<file path="src/rtl/cam_pkg.sv">
// ============================================================================
// Module      : cam_pkg
// Description : Shared sizes and enums for the CAM match-vector path.
// Revision    : 1.0 - initial release
// ============================================================================
`default_nettype none

package cam_pkg;

   localparam int CAM_WIDTH  = 16;
   localparam int CAM_ADDR_W = 8;

   typedef enum logic {
      CAM_OP_SET = 1'b0,
      CAM_OP_CLR = 1'b1
   } cam_op_e;

   typedef enum logic {
      CAM_VB_COLLECT = 1'b0,
      CAM_VB_HOLD    = 1'b1
   } cam_vb_state_e;

endpackage

`default_nettype wire

</file>
<file path="src/rtl/cam_addr_dec.sv">
// ============================================================================
// Module      : cam_addr_dec
// Description : Combinational full-width address to one-hot decoder.
// Revision    : 1.0 - initial release
// ============================================================================
`default_nettype none

module cam_addr_dec
   import cam_pkg::*;
#(
   parameter int WIDTH  = CAM_WIDTH,
   parameter int ADDR_W = CAM_ADDR_W
) (
   input  logic [ADDR_W-1:0] addr,
   output logic [WIDTH-1:0]  onehot,
   output logic              in_range
);

   // Widened so that addresses beyond WIDTH never alias onto a valid bit.
   logic [31:0] addr_ext;

   assign addr_ext = 32'(addr);
   assign in_range = (addr_ext < 32'(WIDTH));

   genvar i;
   generate
      for (i = 0; i < WIDTH; i++) begin : g_onehot
         assign onehot[i] = (addr_ext == 32'(i));
      end
   endgenerate

endmodule

`default_nettype wire

</file>
<file path="src/rtl/cam_vec_builder.sv">
// ============================================================================
// Module      : cam_vec_builder
// Description : Accumulates set/clear requests into a match vector and hands
//               the finished vector downstream over valid/ready.
//               Optional macro CAM_VEC_AUTOCLR_EN zeroes the accumulator on
//               every completed handoff.
// Revision    : 1.0 - initial release
// ============================================================================
`default_nettype none

module cam_vec_builder
   import cam_pkg::*;
#(
   parameter int WIDTH  = CAM_WIDTH,
   parameter int ADDR_W = CAM_ADDR_W,
   parameter int CNT_W  = 8
) (
   input  logic              clk,
   input  logic              rst_n,
   input  logic              req_valid,
   output logic              req_ready,
   input  logic [ADDR_W-1:0] req_addr,
   input  logic              req_op,
   input  logic              req_last,
   output logic              vec_valid,
   input  logic              vec_ready,
   output logic [WIDTH-1:0]  vec_data,
   output logic [CNT_W-1:0]  req_cnt,
   output logic              err_range,
   input  logic              err_clr
);

   cam_vb_state_e    state_q, state_d;
   logic [WIDTH-1:0] acc_q, acc_d;
   logic [WIDTH-1:0] vec_q, vec_d;
   logic [CNT_W-1:0] cnt_q, cnt_d;
   logic             err_q, err_d;

   logic [WIDTH-1:0] dec_onehot;
   logic             dec_in_range;
   logic             accept;
   logic [WIDTH-1:0] acc_upd;

   cam_addr_dec #(
      .WIDTH  (WIDTH),
      .ADDR_W (ADDR_W)
   ) u_dec (
      .addr     (req_addr),
      .onehot   (dec_onehot),
      .in_range (dec_in_range)
   );

   assign accept = req_valid && (state_q == CAM_VB_COLLECT);

   // Out-of-range decodes to all zeros, so both ops leave acc unchanged.
   assign acc_upd = (cam_op_e'(req_op) == CAM_OP_CLR) ? (acc_q & ~dec_onehot)
                                                      : (acc_q | dec_onehot);

   always_comb begin
      state_d = state_q;
      acc_d   = acc_q;
      vec_d   = vec_q;
      cnt_d   = cnt_q;
      err_d   = err_q;

      if (err_clr) begin
         err_d = 1'b0;
      end
      if (accept && !dec_in_range) begin
         err_d = 1'b1;
      end

      case (state_q)
         CAM_VB_COLLECT: begin
            if (accept) begin
               acc_d = acc_upd;
               if (cnt_q != {CNT_W{1'b1}}) begin
                  cnt_d = cnt_q + 1'b1;
               end
               if (req_last) begin
                  vec_d   = acc_upd;
                  state_d = CAM_VB_HOLD;
               end
            end
         end
         CAM_VB_HOLD: begin
            if (vec_ready) begin
               cnt_d   = '0;
               state_d = CAM_VB_COLLECT;
`ifdef CAM_VEC_AUTOCLR_EN
               acc_d   = '0;
`endif
            end
         end
         default: begin
            state_d = CAM_VB_COLLECT;
         end
      endcase
   end

   always_ff @(posedge clk or negedge rst_n) begin
      if (!rst_n) begin
         state_q <= CAM_VB_COLLECT;
         acc_q   <= '0;
         vec_q   <= '0;
         cnt_q   <= '0;
         err_q   <= 1'b0;
      end else begin
         state_q <= state_d;
         acc_q   <= acc_d;
         vec_q   <= vec_d;
         cnt_q   <= cnt_d;
         err_q   <= err_d;
      end
   end

   assign req_ready = (state_q == CAM_VB_COLLECT);
   assign vec_valid = (state_q == CAM_VB_HOLD);
   assign vec_data  = vec_q;
   assign req_cnt   = cnt_q;
   assign err_range = err_q;

endmodule

`default_nettype wire

</file>
<file path="config.mk">
export PLATFORM = sky130hd
export DESIGN_NAME = cam_vec_builder
export DESIGN_NICKNAME = d
export VERILOG_FILES = /design/src/rtl/cam_pkg.sv /design/src/rtl/cam_addr_dec.sv /design/src/rtl/cam_vec_builder.sv
export SDC_FILE = /design/constraint.sdc
export NUM_CORES = 1
export LEC_CHECK = 0
export ABC_AREA = 1
export BUFFER_PORTS_ARGS = -buffer_cell sky130_fd_sc_hd__clkbuf_2
export CORE_MARGIN = 2
export CORE_UTILIZATION = 33
export DETAILED_ROUTE_END_ITERATION = 7
export PLACE_DENSITY = 0.64
export SYNTH_ARGS = -nofsm -noshare
export SYNTH_HDL_FRONTEND = slang
export SYNTH_HIERARCHICAL = 1
export SYNTH_SLANG_ARGS = --single-unit
</file>
<file path="constraint.sdc">
create_clock -name clk -period 2.92 [get_ports clk]
set_input_delay 0.292 -clock clk [delete_from_list [all_inputs] [get_ports clk]]
set_output_delay 0.292 -clock clk [all_outputs]
set_load 0.03 [all_outputs]
</file>
==> metrics.yaml <==
run_status:
  status: "complete, no violations"
logic_synthesis:
  synth_area_per_cell_um2: 7.36
  synth_area_um2: 2190
  synth_seq_area_share_pct: 47.9
  yosys_warnings: 6
  synth_seq_cells: 42
  synth_top_family_by_area: "simple AND/OR/NAND/NOR gates"
  synth_xor_area_share_pct: 0
  synthSimpleGateAreaFrac_pct: 38.9
  syn_inst: 298
  synthArstFlopShare_pct: 100
  synth-compound-area-share_pct: 6.33
  synth_flop_cell: "dfrtp_1"
  syn_nets: 314
  synth_fa_ha_area_share_pct: 0.570
  muxShareOfSynthArea_pct: 0
  synth.distinct_cells: 24
  synth-edff-count: 0
pwr:
  total_power_w: 0.00169
  clockPowerShare_pct: 21.9
  internal_power_w: 0.00102
  combinationalPowerShare_pct: 31.0
  p_seq_share_pct: 47.1
  p_sw_w: 0.000661
  leakage_nw: 1.39
  swShare_pct: 39.2
  powerDensity_nw_per_um2: 669
  vdd_drop_max_v: 0.000274
routing:
  routedWlPerCell_um: 11.5
  drc: 0
  finalWirelength_um: 4770
  drtAntennaViolNets: 0
  vias: 1874
  viasPerCell: 4.52
  firstDrtPassIters: 4
  drtIter0Drc: 110
layout:
  fin_cells: 415
  mostFrequentLayoutCells: "133 x nand2_1, 42 x dfrtp_1, 41 x clkbuf_2"
  fin_nets: 354
  area_delta_synth_final_pct: 14.8
  num-fill-cells: 708
  drive_above_1_share_pct: 20.4
  layout_commonest_cell: "nand2_1"
  ff_latch_area_um2: 1050
  n_antenna_cell: 0
  final_util_pct: 39.4
  multi_input_area_um2: 1010
placement:
  place.gp.congestion: 0.807
  portBuffers: 41
  dp_hpwl_um: 3420
  dp_cells: 408
grt:
  grt_pass1_vias: 1875
  grt_start_max_net_pins: 43
  grt_pass1_wl_um: 8510
  grt_usage_pct: 14.4
  grt_antenna_before_repair: 0
  grt-ovfl-total: 0
timing:
  rsz0062_at_grt: "false"
  fin_hold_ws_ps: 163
  fin_tns_setup_ps: 0
  post-route-period-util_pct: 55.4
  worst_pin_slew_ps: 1030
  fin_skew_ps: 9.64
  max_slew_margin_pct: 31.2
  post-route-min-period_ps: 1620
  max_freq_ghz: 0.618
  setup_violations: 0
  hold_violations: 0
  drv_slew: 0
die:
  initial_core_util_pct: 34.4
  ios: 42
  die_x_um: 85.6
  rows: 29
  die_y_um: 85.6
  die_area_um2: 7320
  core_area_um2: 6390
clock_tree:
  cts_buffer_depth: 2
  clock_latency_ps: 300
  tritoncts: "done"
  cts_hold_buffers: 0
  cts.sinks: 42
  root_buffer: "clkbuf_8"
  cts_max_level: 2
  cts_resized: 0
  cts-buffers-inserted: 5
  postCtsSetupBuffers: 0
  cts.clk_slew.worst_paths_ps: 90
worst_setup_path:
  crit_arrival_ps: 1330
  worst_ep_required_time_ps: 2630
  rr_worst_depth: 5
  r2r_setup_slack_ps: 1370
  path_class: "reg -> out"
  timing.rr.start: "vec_valid$_DFF_PN0_"
  worstPathMaxFanout: 9
  worstSetupStartpointType: "flop"
  crit_start: "vec_valid$_DFF_PN0_"
  crit_path_end_kind: "primary output"
job:
  drv_cap: 0
min_path:
  hp-class: "in -> async"
[kinds of logic after synthesis]
family	after synthesis
AND/OR/NAND/NOR	201
AO/OA/AOI/OAI	26
adder cells (fa/ha/maj)	1
flip-flops	42
buffers and inverters	28
[metrics by stage]
stage          area [um2]  setup WS (ps)
2_1_floorplan        2190           1430
3_3_place_gp         2430           1430
3_5_place_dp         2430           1380
4_1_cts              2520           1300
5_1_grt              2520           1210
6_report             2520           1300
[final cells by class]
| class | instances | share of cell area (%) |
|---|---|---|
| clock buffers | 5 | 2.73 |
| clock inverters | 2 | 0.596 |
| inverters | 20 | 3.03 |
| multi-input cells | 228 | 39.9 |
| flip-flops and latches | 42 | 41.7 |
| well taps | 77 | 3.83 |
| repair buffers | 41 | 8.15 |
[cell usage after synthesis, types with 2 or more instances]
cell	count	share of area, %
nand2_1	133	23
buf_2	4	0.91
nor2_1	33	5.6
inv_1	18	3.1
buf_6	2	1.0
o21ai_0	2	0.46
dfrtp_1	42	48
nor2_2	11	3.1
nand2_2	2	0.57
nand2_4	3	1.5
nand3_1	16	3.6
a21oi_1	20	4.6
[registers in the layout (all words and copies together), names as in the netlist]
register and cells:
acc_q 16, vec_data 16, req_cnt 8, err_range 1, vec_valid 1
[power groups by stage]
stage                     registers [W]  clock network, W  logic, W
after global routing           0.000815          0.000404  0.000588
after CTS                      0.000796          0.000383  0.000529
after global placement         0.000803                 0  0.000523
after detailed placement       0.000806                 0  0.000528
after floorplan                0.000931                 0  0.000246
final                          0.000794          0.000369  0.000522
[worst max-delay path, stage by stage, from the launching register on]
cell and delay, ps:
dfrtp_1 610, inv_1 190, clkbuf_2 220
[metal layers]
layer	vias to the layer above	track usage (%)	part of all wire (%)	wire (um)
li1	997	-	-	-
met1	834	19.4	50	2370
met2	35	22.4	44	2110
met3	8	3.75	4.0	192
met4	0	5.19	1.9	91
met5	-	0	0	0
[worst paths after layout]
check	endpoint
max in group asynchronous	req_cnt[4]$_DFFE_PN0P_
min reg2reg	acc_q[1]$_DFFE_PN0P_
min in group clk	err_range$_DFFE_PN0P_
max reg2reg	vec_data[1]$_DFFE_PN0P_
max	req_ready
min	acc_q[3]$_DFFE_PN0P_
No activity file was read; power rests on OpenSTA's default activity.
